### src/rtl/priority_encoder_8.sv
// ============================================================================
// Module      : priority_encoder_8
// Description : Sequential 8-to-3 encoder. Captures a request vector and
//               streams the index of every set bit, one per handshake.
//               Build option PRIORITY_ENCODER_MSB_FIRST_EN selects
//               highest-index-first ordering (default is lowest first).
// Revision    : 1.0 - initial release
// ============================================================================
`default_nettype none

module priority_encoder_8 (
    input  logic       clk,
    input  logic       rst_n,
    input  logic [7:0] In,
    input  logic       load,
    input  logic       enable,
    input  logic       ready,
    output logic [2:0] Out,
    output logic       valid,
    output logic       last,
    output logic       IDLE,
    output logic       zero
);

    typedef enum logic [0:0] {
        S_IDLE = 1'b0,
        S_EMIT = 1'b1
    } state_t;

    state_t     state;
    state_t     state_nxt;
    logic [7:0] pending;
    logic [7:0] pending_nxt;
    logic       zero_nxt;
    logic [2:0] sel_idx;
    logic       one_left;
    logic       emit_valid;

    // Selection order is the only thing the build option changes.
    always_comb begin
        sel_idx = 3'd0;
`ifdef PRIORITY_ENCODER_MSB_FIRST_EN
        for (int i = 0; i < 8; i++) begin
            if (pending[i]) sel_idx = i[2:0];
        end
`else
        for (int i = 7; i >= 0; i--) begin
            if (pending[i]) sel_idx = i[2:0];
        end
`endif
    end

    assign one_left   = (pending != 8'd0) && ((pending & (pending - 8'd1)) == 8'd0);
    assign emit_valid = (state == S_EMIT) && enable;

    always_comb begin
        state_nxt   = state;
        pending_nxt = pending;
        zero_nxt    = zero;
        if (enable) begin
            zero_nxt = 1'b0;
            case (state)
                S_IDLE: begin
                    if (load) begin
                        if (In != 8'd0) begin
                            pending_nxt = In;
                            state_nxt   = S_EMIT;
                        end else begin
                            zero_nxt = 1'b1;
                        end
                    end
                end
                S_EMIT: begin
                    // load is deliberately ignored while draining
                    if (ready) begin
                        pending_nxt          = pending;
                        pending_nxt[sel_idx] = 1'b0;
                        if (one_left) state_nxt = S_IDLE;
                    end
                end
                default: state_nxt = S_IDLE;
            endcase
        end
    end

    always_ff @(posedge clk) begin
        if (!rst_n) begin
            state   <= S_IDLE;
            pending <= 8'd0;
            zero    <= 1'b0;
        end else begin
            state   <= state_nxt;
            pending <= pending_nxt;
            zero    <= zero_nxt;
        end
    end

    assign valid = emit_valid;
    assign Out   = emit_valid ? sel_idx : 3'd0;
    assign last  = emit_valid && one_left;
    assign IDLE  = (state == S_IDLE);

endmodule

`default_nettype wire
### config.mk
export PLATFORM = sky130hd
export DESIGN_NAME = priority_encoder_8
export DESIGN_NICKNAME = d
export VERILOG_FILES = /design/src/rtl/priority_encoder_8.sv
export SDC_FILE = /design/constraint.sdc
export NUM_CORES = 1
export LEC_CHECK = 0
export CELL_PAD_IN_SITES_DETAIL_PLACEMENT = 0
export CELL_PAD_IN_SITES_GLOBAL_PLACEMENT = 2
export CORE_MARGIN = 1.5
export CORE_UTILIZATION = 23
export CTS_BUF_LIST = sky130_fd_sc_hd__clkbuf_4 sky130_fd_sc_hd__clkbuf_8 sky130_fd_sc_hd__clkbuf_16
export CTS_CLUSTER_DIAMETER = 200
export CTS_CLUSTER_SIZE = 16
export DETAILED_ROUTE_END_ITERATION = 10
export HOLD_SLACK_MARGIN = 0.12
export PLACE_DENSITY = 0.8
export SLEW_MARGIN = 20
export SYNTH_ARGS = -nofsm -noshare
export SYNTH_HDL_FRONTEND = slang
export SYNTH_SLANG_ARGS = --single-unit
### constraint.sdc
create_clock -name clk -period 1.9 [get_ports clk]
set_clock_uncertainty 0.2 [all_clocks]
set_input_delay 0.19 -clock clk [delete_from_list [all_inputs] [get_ports clk]]
set_output_delay 0.19 -clock clk [all_outputs]
set_load 0.01 [all_outputs]
==> impl_results.md, run 1 <==
- Status: complete, but fails checks
- Failing checks: negative setup slack
- Pwr Density: 559 nW/um^2
- Placed cell areas: 1100 um^2
- GPL Wtd Cong: 0.740
- Tmin final: 1.99 ns
- Crit path max fanout: 3
- Synth warn: 0
- Top-count cell post-synth: dfxtp_1
- Hpwl dp: 1680 um
- Worst skew pair latency: 0.28 ns
- Grt met3 use: 2.23%
- Combinational family with the most area after synthesis: simple AND/OR/NAND/NOR gates
- Final wirelength: 2190 um
- Total Power: 0.000706 W
- Yosys top cell area share: 28.8%
- Crit Path Class: flop to output pin
- Met2 Usage GRT: 22.1%
- Synth Area in Adders: 0%
- P_int: 0.000494 W
- Multiplexer share of the synthesized area: 3.24%
- Worst Path Required: 1.51 ns
- Placed Cells: 157
- CP Launch Type: flop
- Gate Count Post-Synth: 83
- Port Buffer Count: 19
- Net Sw Frac: 30.0%
- Initial antenna violation count: 0
- Mapped Area: 694 um^2
- Die area: 3360 um^2
- Syn_area_per_cell: 8.37 um^2
- FP Rows: 19
- Gr usage total: 13.8%
- Finished Cell Area: 1260 um^2
- Crit-path slowest cell: dfxtp_2
- CTS tree: done
- Detailed Routing Iterations Pass 1: 4
- Die height: 57.9 um
- 1st-iter DRT viols: 34
- Area of the multi-input gates: 539 um^2
- Final std cells w/o fill: 167
- Busiest layer in global routing: met2
- EDFF count, synth: 0
- Starting Density: 24.8%
- Gate power share: 38.1%
- Num CTS Buffers: 3
- Maximum clock frequency: 0.502 GHz
- CTS Hold Buffers Added: 0
- Diode count: 0
- Share of cells above drive strength 1: 52.2%
- First-pass GRT wire length: 3560 um
- Vias in the first global route: 805
- H-tree levels: 1
- Worst slew pin tran: 0.364 ns
- Yosys reg bits: 10
- Global route overflow: 0
- Clock transition at path regs: 0.07 ns
- Setup ws final: -0.0917 ns
- CTS Buffer Depth: 2
- CP cell instances: nor3_4 > xnor2_1 > o21a_1 > o21ai_2 > nor3b_2 > buf_2
- Net count, final: 150
- Largest net degree at the start of global routing: 10
- Area growth from synthesis to layout: 82.0%
- FFs w/ async S/R, synth: 0%
- Largest cells by area after synthesis: dfxtp_1 (29%), o21ai_0 (5.0%), nand3_1 (4.3%), nor3_2 (4.3%), nand2_1 (3.8%)
- Post-synthesis xor/xnor area fraction: 1.26%
- Max-Cap Viols: 0
- Area leader, netlist: dfxtp_1
- Placeable Area: 2810 um^2
- Die X-Extent: 57.9 um
- Clk sinks: 10
- Pins Over Slew Limit: 0
- Seq pwr share: 33.3%
- Worst Hold Class: input port to flop
- Arrival @ worst endpoint: 1.60 ns
- Synth Area in Compound Gates: 29.0%
- Post-synthesis sequential area ratio: 28.8%
- Clock root buffer master: clkbuf_4
- DR WL/cell: 13.1 um
- Buffers & Inverters on Critical Path: 1
- Drt via density: 4.99
- Vias: 834
- Met1 usage: 18.0%
- Maximum VDD drop: 0.225 mV
- Psw: 0.000211 W
- Leakage: 0.527 nW
- Primary FF master, synth: dfxtp_1
- Storage cell area: 210 um^2
- Clock power frac: 28.6%
- RSZ-0062 raised after global routing: yes
- Worst slack, placed: -0.444 ns
- CP Capture Type: output pin
- Drt drc: 0
- Simple-gate area share of the yosys netlist: 32.8%
- CP delay by family, top: simple AND/OR/NAND/NOR gates
- Worst slew margin: 75.5%
- Filler cell count: 301
- Post-Route Setup TNS: -0.177 ns
- Final number of setup-violating endpoints: 2
- Routed Antenna Nets: 0
- I/O pin total: 20
- Final Cycle Share: 105%
- Final-report hold violation count: 0
- Syn nets: 96
- Max stage delay on crit path: 0.33 ns
- Commonest cells in the netlist: dfxtp_1 (10), nand2_1 (7), o21ai_0 (7)
- Synth cell types: 33
power by group through the flow:
| stage | Clock, W | Combinational [W] | Sequential, W |
|---|---|---|---|
| finish | 0.000202 | 0.000269 | 0.000235 |
| global route | 0.000217 | 0.000290 | 0.000236 |
| CTS | 0.000206 | 0.000239 | 0.000233 |
| detailed placement | 0 | 0.000218 | 0.000233 |
| global placement | 0 | 0.000217 | 0.000233 |
| floorplan | 0 | 0.0000972 | 0.000235 |
flip-flops by register name, summed over array words and instances, names as in the netlist:
signal,cells
pending,8
state,1
zero,1
path summary, 6_finish.rpt:
check	startpoint	to	slack [ns]	cells after the start
worst min register to register	pending[1]	pending[1]	0.44	3
worst max-delay path	pending[1]	last	-0.09	6
worst max register to register	pending[1]	pending[5]	-0.08	7
worst min-delay path	In[6]	pending[6]	0.18	3
metrics by stage:
step / hold slack, ns / util, %
6_report: 0.176 / 45.0
5_1_grt: 0.196 / 45.0
4_1_cts: 0.167 / 43.0
3_5_place_dp: 0.430 / 39.3
3_3_place_gp: 0.422 / 39.3
2_1_floorplan: 0.112 / -
repair_timing:
action | in CTS | in global routing
pin swaps | 10 | 9
resized for setup | 37 | 18
buffers inserted | 3 | 3
endpoints found under the setup margin | 10 | 10
cell families (layout without fill, tap and decap cells):
logic type	after synthesis	count (layout)
XOR/XNOR	1	1
AND/OR/NAND/NOR	38	38
multiplexers	2	2
buffers and inverters	6	59
flip-flops	10	10
AO/OA/AOI/OAI	26	26
worst reg2reg max path: cells and delay by family, from the launching register on:
| kind | cells | cell delay (ns) |
|---|---|---|
| buffers and inverters | 3 | 0.39 |
| DFF | 1 | 0.33 |
| and+or+nand+nor | 4 | 0.98 |
per-layer routing:
metal  up-vias  wire length [um]
met1       388              1040
li1        425                 -
met2        17              1020
met4         0                43
met5         -                 0
met3         4                83
cell usage in the layout, fill, tap and decap left out, types with 3 or more instances in the layout:
cell	Yosys	final
buf_2	0	3
clkdlybuf4s50_1	0	8
nand2_1	7	6
dlygate4sd2_1	0	7
a21boi_0	3	3
buf_4	0	28
nor3_2	3	4
dfxtp_2	0	8
nor2_1	4	4
nand3_1	6	6
nor2b_1	4	4
o21ai_0	7	6
buf_6	0	5
clkbuf_4	0	3
area by class of cell:
cell class / count / share of cell area [%]
multi-input cells: 67 / 42.7
inverters: 3 / 0.891
flip-flops and latches: 10 / 16.6
clock buffers: 4 / 2.87
repair buffers: 52 / 33.9
well taps: 31 / 3.07
Power figures use the tool's default switching activity.
==> inputs of run 2 (changes only) <==
--- a/config.mk
+++ b/config.mk
@@ -10,7 +10,7 @@
 export CORE_MARGIN = 1.5
 export CORE_UTILIZATION = 23
 export CTS_BUF_LIST = sky130_fd_sc_hd__clkbuf_4 sky130_fd_sc_hd__clkbuf_8 sky130_fd_sc_hd__clkbuf_16
-export CTS_CLUSTER_DIAMETER = 200
+export CTS_CLUSTER_DIAMETER = 30
 export CTS_CLUSTER_SIZE = 16
 export DETAILED_ROUTE_END_ITERATION = 10
 export HOLD_SLACK_MARGIN = 0.12
==> constraint.sdc (replaced) <==
create_clock -name clk -period 1.75 [get_ports clk]
set_clock_uncertainty 0.2 [all_clocks]
set_input_delay 0.175 -clock clk [delete_from_list [all_inputs] [get_ports clk]]
set_output_delay 0.175 -clock clk [all_outputs]
set_load 0.01 [all_outputs]
==> impl_results.md, run 2 (synthesized netlist as in run 1, its figures left out) <==
- Area growth from synthesis to layout: 105%
- Vias: 878
- Final Hold Slack: 0.126 ns
- Most frequent cells in the layout: buf_4 (29), buf_6 (7)
- CP delay by family, top: simple AND/OR/NAND/NOR gates
- Drt via density: 5.05
- Final std cells w/o fill: 174
- Initial antenna violation count: 0
- Arrival @ worst endpoint: 1.64 ns
- Gr usage total: 15.1%
- RSZ-0062 raised after global routing: yes
- Share of cells above drive strength 1: 58.0%
- Worst Hold Class: input port to flop
- Final wirelength: 2430 um
- H-tree levels: 1
- Maximum clock frequency: 0.497 GHz
- Detailed Routing Iterations Pass 1: 6
- Crit-path slowest cell: dfxtp_2
- Filler cell count: 282
- Placeable Area: 2810 um^2
- Clock transition at path regs: 0.06 ns
- Clk sinks: 10
- DR WL/cell: 13.9 um
- Largest regs: pending: 8 flops, state: 1 flops, zero: 1 flops
- Vias in the first global route: 873
- Area of the multi-input gates: 628 um^2
- Commonest non-fill, non-tap cell in the layout: buf_4
- CP Capture Type: output pin
- Max reg flops: 8
- Die height: 57.9 um
- Status: complete, but fails checks
- Setup ws final: -0.261 ns
- GPL Wtd Cong: 0.769
- I/O pin total: 20
- Die X-Extent: 57.9 um
- Largest net degree at the start of global routing: 10
- 1st-iter DRT viols: 18
- First-pass GRT wire length: 3930 um
- Final Cycle Share: 115%
- Crit path max fanout: 4
- Tmin final: 2.01 ns
- Pins Over Slew Limit: 0
- Placed Cells: 157
- CP cell instances: nor3_2 > buf_4 > xnor2_1 > o21a_1 > o21ai_2 > nor3b_2 > buf_2
- Max-Cap Viols: 0
- Clock root buffer master: clkbuf_4
- Worst slack, placed: -0.565 ns
- Port Buffer Count: 19
- Global route overflow: 0
- Buffers & Inverters on Critical Path: 2
- Worst skew pair latency: 0.26 ns
- Crit Path Class: flop to output pin
- CTS tree: done
- Starting Density: 24.8%
- Diode count: 0
- Num CTS Buffers: 3
- Worst slew margin: 74.6%
- Net count, final: 157
- Worst Path Required: 1.37 ns
- Routed Antenna Nets: 0
- Final number of setup-violating endpoints: 6
- Worst slew pin tran: 0.380 ns
- CP Launch Type: flop
- Final-report hold violation count: 0
- Storage cell area: 208 um^2
- CTS Buffer Depth: 2
- Drt drc: 0
- FP Rows: 19
- Leakage: 0.564 nW
- Die area: 3360 um^2
- Hpwl dp: 1700 um
- Pwr Density: 564 nW/um^2
- Failing checks: negative setup slack
- Max stage delay on crit path: 0.32 ns
- Biggest register: pending
- Maximum VDD drop: 0.243 mV
[run 2: final cells by class]
cell class / count / area share, %
flip-flops and latches: 10 / 14.6
inverters: 3 / 0.791
multi-input cells: 67 / 44.1
well taps: 31 / 2.72
clock buffers: 4 / 2.55
repair buffers: 59 / 35.2
[run 2: power by group]
| group | switching (W) | leakage (nW) | internal, W |
|---|---|---|---|
| sequential | 0.0000117 | 0.0841 | 0.000241 |
| clock | 0.0000812 | 0.0210 | 0.000126 |
| combinational | 0.000152 | 0.459 | 0.000191 |
[run 2: layer usage]
metal	global-route usage, %	wire [um]	vias up
met5	0	0	-
met4	4.65	16	0
met3	2.01	68	2
met2	26.0	1220	17
met1	19.5	1120	417
li1	-	-	442
[run 2: through the flow]
step / setup TNS (ns) / area, um^2 / utilization, % / total power (W)
2_1_floorplan: -0.107 / 709 / - / 0.000364
3_3_place_gp: -5.08 / 1110 / 39.5 / 0.000495
3_5_place_dp: -5.46 / 1110 / 39.5 / 0.000499
4_1_cts: -0.673 / 1240 / 44.2 / 0.000732
5_1_grt: -1.49 / 1420 / 50.8 / 0.000848
6_report: -0.971 / 1420 / 50.8 / 0.000803
[run 2: final timing paths]
path	slack, ns	end	cells after the start	startpoint
max	-0.26	last	7	pending[1]
min reg2reg	0.43	pending[1]	3	pending[1]
max reg2reg	-0.23	pending[5]	7	pending[6]
min	0.13	pending[2]	3	In[2]
[run 2: what timing repair did]
item	CTS	global route
setup endpoints to repair	14	10
hold buffers	4	0
gates cloned	0	0
resized for setup	48	31
pin swaps	13	16
hold endpoints to repair	4	0
buffers inserted	5	6
[run 2: worst min-delay path, cell delays in order]
cell,delay [ns]
dlygate4sd2_1,0.21
nand3_1,0.08
o21ai_0,0.08
==> inputs of run 3 (changes only) <==
--- a/config.mk
+++ b/config.mk
@@ -15,7 +15,6 @@
 export DETAILED_ROUTE_END_ITERATION = 10
 export HOLD_SLACK_MARGIN = 0.12
 export PLACE_DENSITY = 0.8
-export SLEW_MARGIN = 20
 export SYNTH_ARGS = -nofsm -noshare
 export SYNTH_HDL_FRONTEND = slang
 export SYNTH_SLANG_ARGS = --single-unit
==> results of run 3 <==
No change in the layout: final DEF, timing and power equal those of run 2.
